`src/rtl/vga_scan_gen.sv`:
```
// Raster scan generator: walks horizontal/vertical timing and emits the packed display address,
// syncs, video-active and line/frame strobes. Optional frame counter under VGA_FRAME_COUNT_EN.
module vga_scan_gen #(
  parameter int unsigned H_VIS  = 800,
  parameter int unsigned H_FP   = 40,
  parameter int unsigned H_SYNC = 128,
  parameter int unsigned H_BP   = 88,
  parameter int unsigned V_VIS  = 600,
  parameter int unsigned V_FP   = 1,
  parameter int unsigned V_SYNC = 4,
  parameter int unsigned V_BP   = 23,
  parameter logic        HS_POL = 1'b1,
  parameter logic        VS_POL = 1'b1
) (
  input  logic        clk,
  input  logic        rst_n,
  input  logic        pix_ce,
  output logic [21:0] display_addr,
  output logic        video_active,
  output logic        hsync,
  output logic        vsync,
  output logic        line_start,
  output logic        frame_start
`ifdef VGA_FRAME_COUNT_EN
  ,
  output logic [7:0]  frame_cnt
`endif
);

  localparam int unsigned CNT_W    = 11;
  // Totals must not exceed 2048 so the 11-bit counters can reach TOTAL-1.
  localparam int unsigned H_TOTAL  = H_VIS + H_FP + H_SYNC + H_BP;
  localparam int unsigned V_TOTAL  = V_VIS + V_FP + V_SYNC + V_BP;
  localparam int unsigned HS_START = H_VIS + H_FP;
  localparam int unsigned HS_END   = HS_START + H_SYNC;
  localparam int unsigned VS_START = V_VIS + V_FP;
  localparam int unsigned VS_END   = VS_START + V_SYNC;

  logic [CNT_W-1:0] h_cnt;
  logic [CNT_W-1:0] v_cnt;
  logic             h_last;
  logic             v_last;
  logic             vis_c;
  logic             hs_on;
  logic             vs_on;
  logic             at_line;
  logic             at_origin;

  // Decode of the current counter position
  always_comb begin
    h_last    = (32'(h_cnt) == H_TOTAL - 1);
    v_last    = (32'(v_cnt) == V_TOTAL - 1);
    vis_c     = (32'(h_cnt) < H_VIS) && (32'(v_cnt) < V_VIS);
    hs_on     = (32'(h_cnt) >= HS_START) && (32'(h_cnt) < HS_END);
    vs_on     = (32'(v_cnt) >= VS_START) && (32'(v_cnt) < VS_END);
    at_line   = (h_cnt == '0);
    at_origin = at_line && (v_cnt == '0);
  end

  // Position counters
  always_ff @(posedge clk or negedge rst_n) begin
    if (!rst_n) begin
      h_cnt <= '0;
      v_cnt <= '0;
    end else if (pix_ce) begin
      if (h_last) begin
        h_cnt <= '0;
        v_cnt <= v_last ? '0 : v_cnt + CNT_W'(1);
      end else begin
        h_cnt <= h_cnt + CNT_W'(1);
      end
    end
  end

  // Outputs present the position that was sampled on the ce cycle; strobes last one clk
  always_ff @(posedge clk or negedge rst_n) begin
    if (!rst_n) begin
      display_addr <= '0;
      video_active <= 1'b0;
      hsync        <= ~HS_POL;
      vsync        <= ~VS_POL;
      line_start   <= 1'b0;
      frame_start  <= 1'b0;
    end else begin
      line_start  <= 1'b0;
      frame_start <= 1'b0;
      if (pix_ce) begin
        display_addr <= {h_cnt, v_cnt};
        video_active <= vis_c;
        hsync        <= hs_on ? HS_POL : ~HS_POL;
        vsync        <= vs_on ? VS_POL : ~VS_POL;
        line_start   <= at_line;
        frame_start  <= at_origin;
      end
    end
  end

`ifdef VGA_FRAME_COUNT_EN
  logic seen_frame;

  // The first frame after reset is frame 0; later frame starts count up
  always_ff @(posedge clk or negedge rst_n) begin
    if (!rst_n) begin
      frame_cnt  <= '0;
      seen_frame <= 1'b0;
    end else if (pix_ce && at_origin) begin
      if (seen_frame) begin
        frame_cnt <= frame_cnt + 8'd1;
      end
      seen_frame <= 1'b1;
    end
  end
`endif

endmodule

```
`config.mk`:
```
export PLATFORM = sky130hd
export DESIGN_NAME = vga_scan_gen
export DESIGN_NICKNAME = d
export VERILOG_FILES = /design/src/rtl/vga_scan_gen.sv
export SDC_FILE = /design/constraint.sdc
export NUM_CORES = 1
export LEC_CHECK = 0
export ABC_CLOCK_PERIOD_IN_PS = 2600
export CAP_MARGIN = 30
export CORE_MARGIN = 5
export CORE_UTILIZATION = 43
export DETAILED_ROUTE_END_ITERATION = 6
export GPL_ROUTABILITY_DRIVEN = 0
export HOLD_SLACK_MARGIN = 0.15
export PLACE_DENSITY = 0.71
export SYNTH_ARGS = -nofsm -noshare
export SYNTH_HDL_FRONTEND = slang
export SYNTH_SLANG_ARGS = --single-unit
```
`constraint.sdc`:
```
create_clock -name clk -period 2.6 [get_ports clk]
set_input_delay 0.52 -clock clk [delete_from_list [all_inputs] [get_ports clk]]
set_output_delay 0.52 -clock clk [all_outputs]
set_load 0.01 [all_outputs]
```
---- Word level (Yosys, flattened, before mapping) ----
Cells that the tools add are included.
Widths: inputs -> output; s select.
cells by class
  $lt $le $gt $ge ......................... 6
  equal/unequal tests ..................... 2
  $add $sub $neg .......................... 2
  reduce and logical (&&, ||, !) cells .... 7
  multiplexer cells ....................... 6
operators with widths
  operator               number
  $lt 11x10->1 const B   4
  $add 11x1->11 const B  2
  $ge 11x10->1 const B   2
  $logic_not 11->1       2
  $mux 11                2
  $eq 11x10->1 const B   1
  $eq 11x11->1 const B   1
  $logic_and 1x1->1      4
  $mux 1                 4
  $reduce_and 2->1       1
word-level totals
  output and inout bits ................... 27
  word-level logic and storage cells ...... 31
  input port bits ......................... 3
  flip-flop bits (word level) ............. 49

---- Depth between registers and ports, before layout ----
  depth after elaboration ................. 3
  gate-level depth with buffers ........... 6
  depth with buffers taken out ............ 5

---- Worst setup path before layout ----
No wires, ideal clock.
  kind .................................... register to register
  start point ............................. reg h_cnt[7]
  end point ............................... reg v_cnt[3]
  setup slack ............................. 425 ps
  stages on the path, launching flop included .. 6
  clock period less this slack ............ 2175 ps
  path buffers ............................ 1
  required time ........................... 2475 ps
  arrival time ............................ 2050 ps
  path through ............................ dfrtp_1 -> or4_4 -> or4_4 -> buf_6 -> nor2_1 -> mux2_2
on the way
  longest elaborated chain between the ends .. 2
ends and longest elaborated chain
  element                            RTL line  source
  start, declared                    39        logic [CNT_W-1:0] h_cnt;
  start signal, assigned             70        h_cnt <= h_cnt + CNT_W'(1);
  $eq 11x11->1                       51        h_last = (32'(h_cnt) == H_TOTAL - 1);
  $reduce_and 2->1 (no source line)  n/a
  end signal, assigned               68        v_cnt <= v_last ? '0 : v_cnt + CNT_W'(1);
  end, declared                      40        logic [CNT_W-1:0] v_cnt;
Every way passes these cells.
A chain may end at the register's enable or synchronous reset.

---- Worst setup path after layout ----
Ends and elaborated chain as after synthesis.

==> flow_metrics.tcl <==
set metrics [dict create \
    io_buffers 29 \
    stdcell_count 300 \
    grt_usage_pct 13.8 \
    die_h_um 83.1 \
    worstPathArrival_ps 2480 \
    ys_seq_elements 49 \
    grt_start_max_net_pins 50 \
    layout_min_cycle_time_ps 2280 \
    clock_latency_ps 310 \
    p_leak_nw 1.24 \
    r2r-start "h_cnt[7]$_DFFE_PN0P_" \
    setup.worst_path.end_class "flip-flop" \
    crit_path_start "h_cnt[7]$_DFFE_PN0P_" \
    fin_nets 238 \
    vdd_drop_max_mv 0.286 \
    synth_top_family_by_area "simple AND/OR/NAND/NOR gates" \
    critPathLaunchType "flip-flop" \
    cts-root-buf "clkbuf_8" \
    cts_buffer_depth 2 \
    drive_gt1_share_pct 18.7 \
    final_common_cell "dfrtp_1" \
    syn-num-nets 208 \
    reg2reg_slack_ps 320 \
    cts_buffers 5 \
    rsz0062_at_grt "no" \
    std_cell_rows 26 \
    synthAdderAreaFrac_pct 2.72 \
    relSlewSlack_pct 59.2 \
    synth.avg_cell_area_um2 11.5 \
    status "finished, final reports clean" \
    max_freq_mhz 439 \
    clock_sinks 49 \
    period_share_pct 87.7 \
    hold_viol_final 0 \
    critPathRequiredTime_ps 2800 \
    num_io_pins 30 \
    utilization_pct 53.1 \
    ys_dominant_reg_cell "dfrtp_1" \
    layout_common_cells "dfrtp_1, clkdlybuf4s50_1, mux2_2" \
    grt_pass1_wl_mm 7.72 \
    synthSimpleGateAreaFrac_pct 16.9 \
    cts_tree "done" \
    drt-pass1-iter-count 4 \
    hp-class "input port to asynchronous set/reset pin" \
    clk_pin_slew_ps 90 \
    critical_path.max_fanout 10 \
    antennaDiodeCount 0 \
    synth_compound_area_share_pct 5.67 \
    cts_resized 0 \
    synth_mux_area_share_pct 11.3 \
    fp.coreArea_mm2 0.00514 \
    antenna_found_initial 0 \
    start_util_pct 44.7 \
    die_w_um 83.1 \
    hold_buffers 0 \
    overflow 0 \
    dpl.cell_count 293 \
    wl_per_cell_um 14.4 \
    wl_mm 4.33 \
    grt_pass1_vias 1614 \
    ys_seq_area_share_pct 53.4 \
    ys_warn_count 0 \
    via_count 1584 \
    final_max_slew_viol_count 0 \
    postSynthCellCount 200 \
    die_area_mm2 0.00690 \
    critical_path_class "flip-flop to flip-flop" \
    final.setup.tns_ps 0 \
    tightest_slew_ps 613 \
    maxCapViolations 0 \
    drtIter0Drc 103 \
    holdWs_ps 295 \
    cts.htree.levels 2 \
    synth_edf_count 0 \
    viasPerCell 5.28 \
    drcViolationCount 0 \
    async_flop_share_pct 100 \
    fin_skew_ps 7.68 \
    syn2layout_area_growth_pct 19.0 \
    p_per_area_mw_per_mm2 636 \
    finalSetupViolCount 0 \
    ant_nets 0 \
    place_hpwl_mm 2.91 \
    synth_area_mm2 0.00230 \
    yosysUniqueCellTypes 33 \
    synthXorXnorAreaFrac_pct 4.58 \
    cts_setup_buffers 0 \
]
-- path summary, 6_finish.rpt --
check,endpoint,cells after the start
max in group asynchronous,v_cnt[9]$_DFFE_PN0P_,2
min in group clk,display_addr[13]$_DFFE_PN0P_,1
worst max-delay path,v_cnt[3]$_DFFE_PN0P_,4
worst max register to register,v_cnt[3]$_DFFE_PN0P_,4
worst min-delay path,display_addr[17]$_DFFE_PN0P_,2
worst min register to register,display_addr[13]$_DFFE_PN0P_,1
-- flip-flops by register name (all words and copies together), names as in the netlist --
signal	count
display_addr	22
frame_start	1
h_cnt	11
hsync	1
line_start	1
v_cnt	11
video_active	1
vsync	1
-- synthesized netlist by cell type (3+ instances only) --
cell type / instances / area, um2
xnor2_1: 4 / 35.0
o21ai_0: 12 / 60.1
nor4_1: 5 / 31.3
nand2b_1: 4 / 25.0
xor2_1: 8 / 70.1
dfrtp_1: 49 / 1230
or3_1: 5 / 31.3
nand3_1: 11 / 55.1
a21oi_1: 4 / 20.0
mux2_2: 23 / 259
nand4_1: 5 / 31.3
inv_1: 12 / 45.0
nand2_1: 12 / 45.0
ha_1: 5 / 62.6
nor3_1: 3 / 15.0
nor2_1: 8 / 30.0
clkbuf_1: 5 / 18.8
-- worst max-delay path: stages (launching register included) --
cell     delay (ps)
dfrtp_1         480
or4_4           570
or4_4           640
nor2_1          150
mux2_2          340
-- cell type report --
| class | instances | area, um2 |
|---|---|---|
| fillers | 493 | 2410 |
| flip-flops and latches | 49 | 1230 |
| multi-input cells | 128 | 946 |
| repair buffers | 34 | 323 |
| well taps | 70 | 87.6 |
| clock buffers | 5 | 68.8 |
| inverters | 12 | 45.0 |
| clock inverters | 2 | 35.0 |
-- layer usage --
layer,share of wire [%],vias to the layer above,wire length (um),GRT usage (%)
li1,-,765,-,-
met1,48,761,2070,18.3
met2,45,51,1940,20.3
met3,5.4,7,234,3.86
met4,1.8,0,77,7.13
met5,0,-,0,0
-- where the power goes --
group / switching [W] / leakage (nW) / internal, W / total [W]
Sequential: 0.0000989 / 0.620 / 0.000841 / 0.000940
Clock: 0.000243 / 0.0540 / 0.000280 / 0.000522
Combinational: 0.000115 / 0.570 / 0.000161 / 0.000276
Total: 0.000456 / 1.24 / 0.00128 / 0.00174
-- cell families after synthesis --
| group | count (synthesis) |
|---|---|
| AO/OA/AOI/OAI | 23 |
| XOR/XNOR | 12 |
| adder cells (fa/ha/maj) | 5 |
| buffers and inverters | 23 |
| flip-flops | 49 |
| multiplexers | 23 |
| AND/OR/NAND/NOR | 65 |
-- metrics by stage --
stage / worst slack [ps] / area, um2 / power [W]
after CTS: 329 / 2730 / 0.00176
after global routing: 249 / 2730 / 0.00184
final: 321 / 2730 / 0.00174
after global placement: 276 / 2630 / 0.00123
after detailed placement: 254 / 2630 / 0.00123
after floorplan: 425 / 2300 / 0.00112
Power figures use the tool's default switching activity.
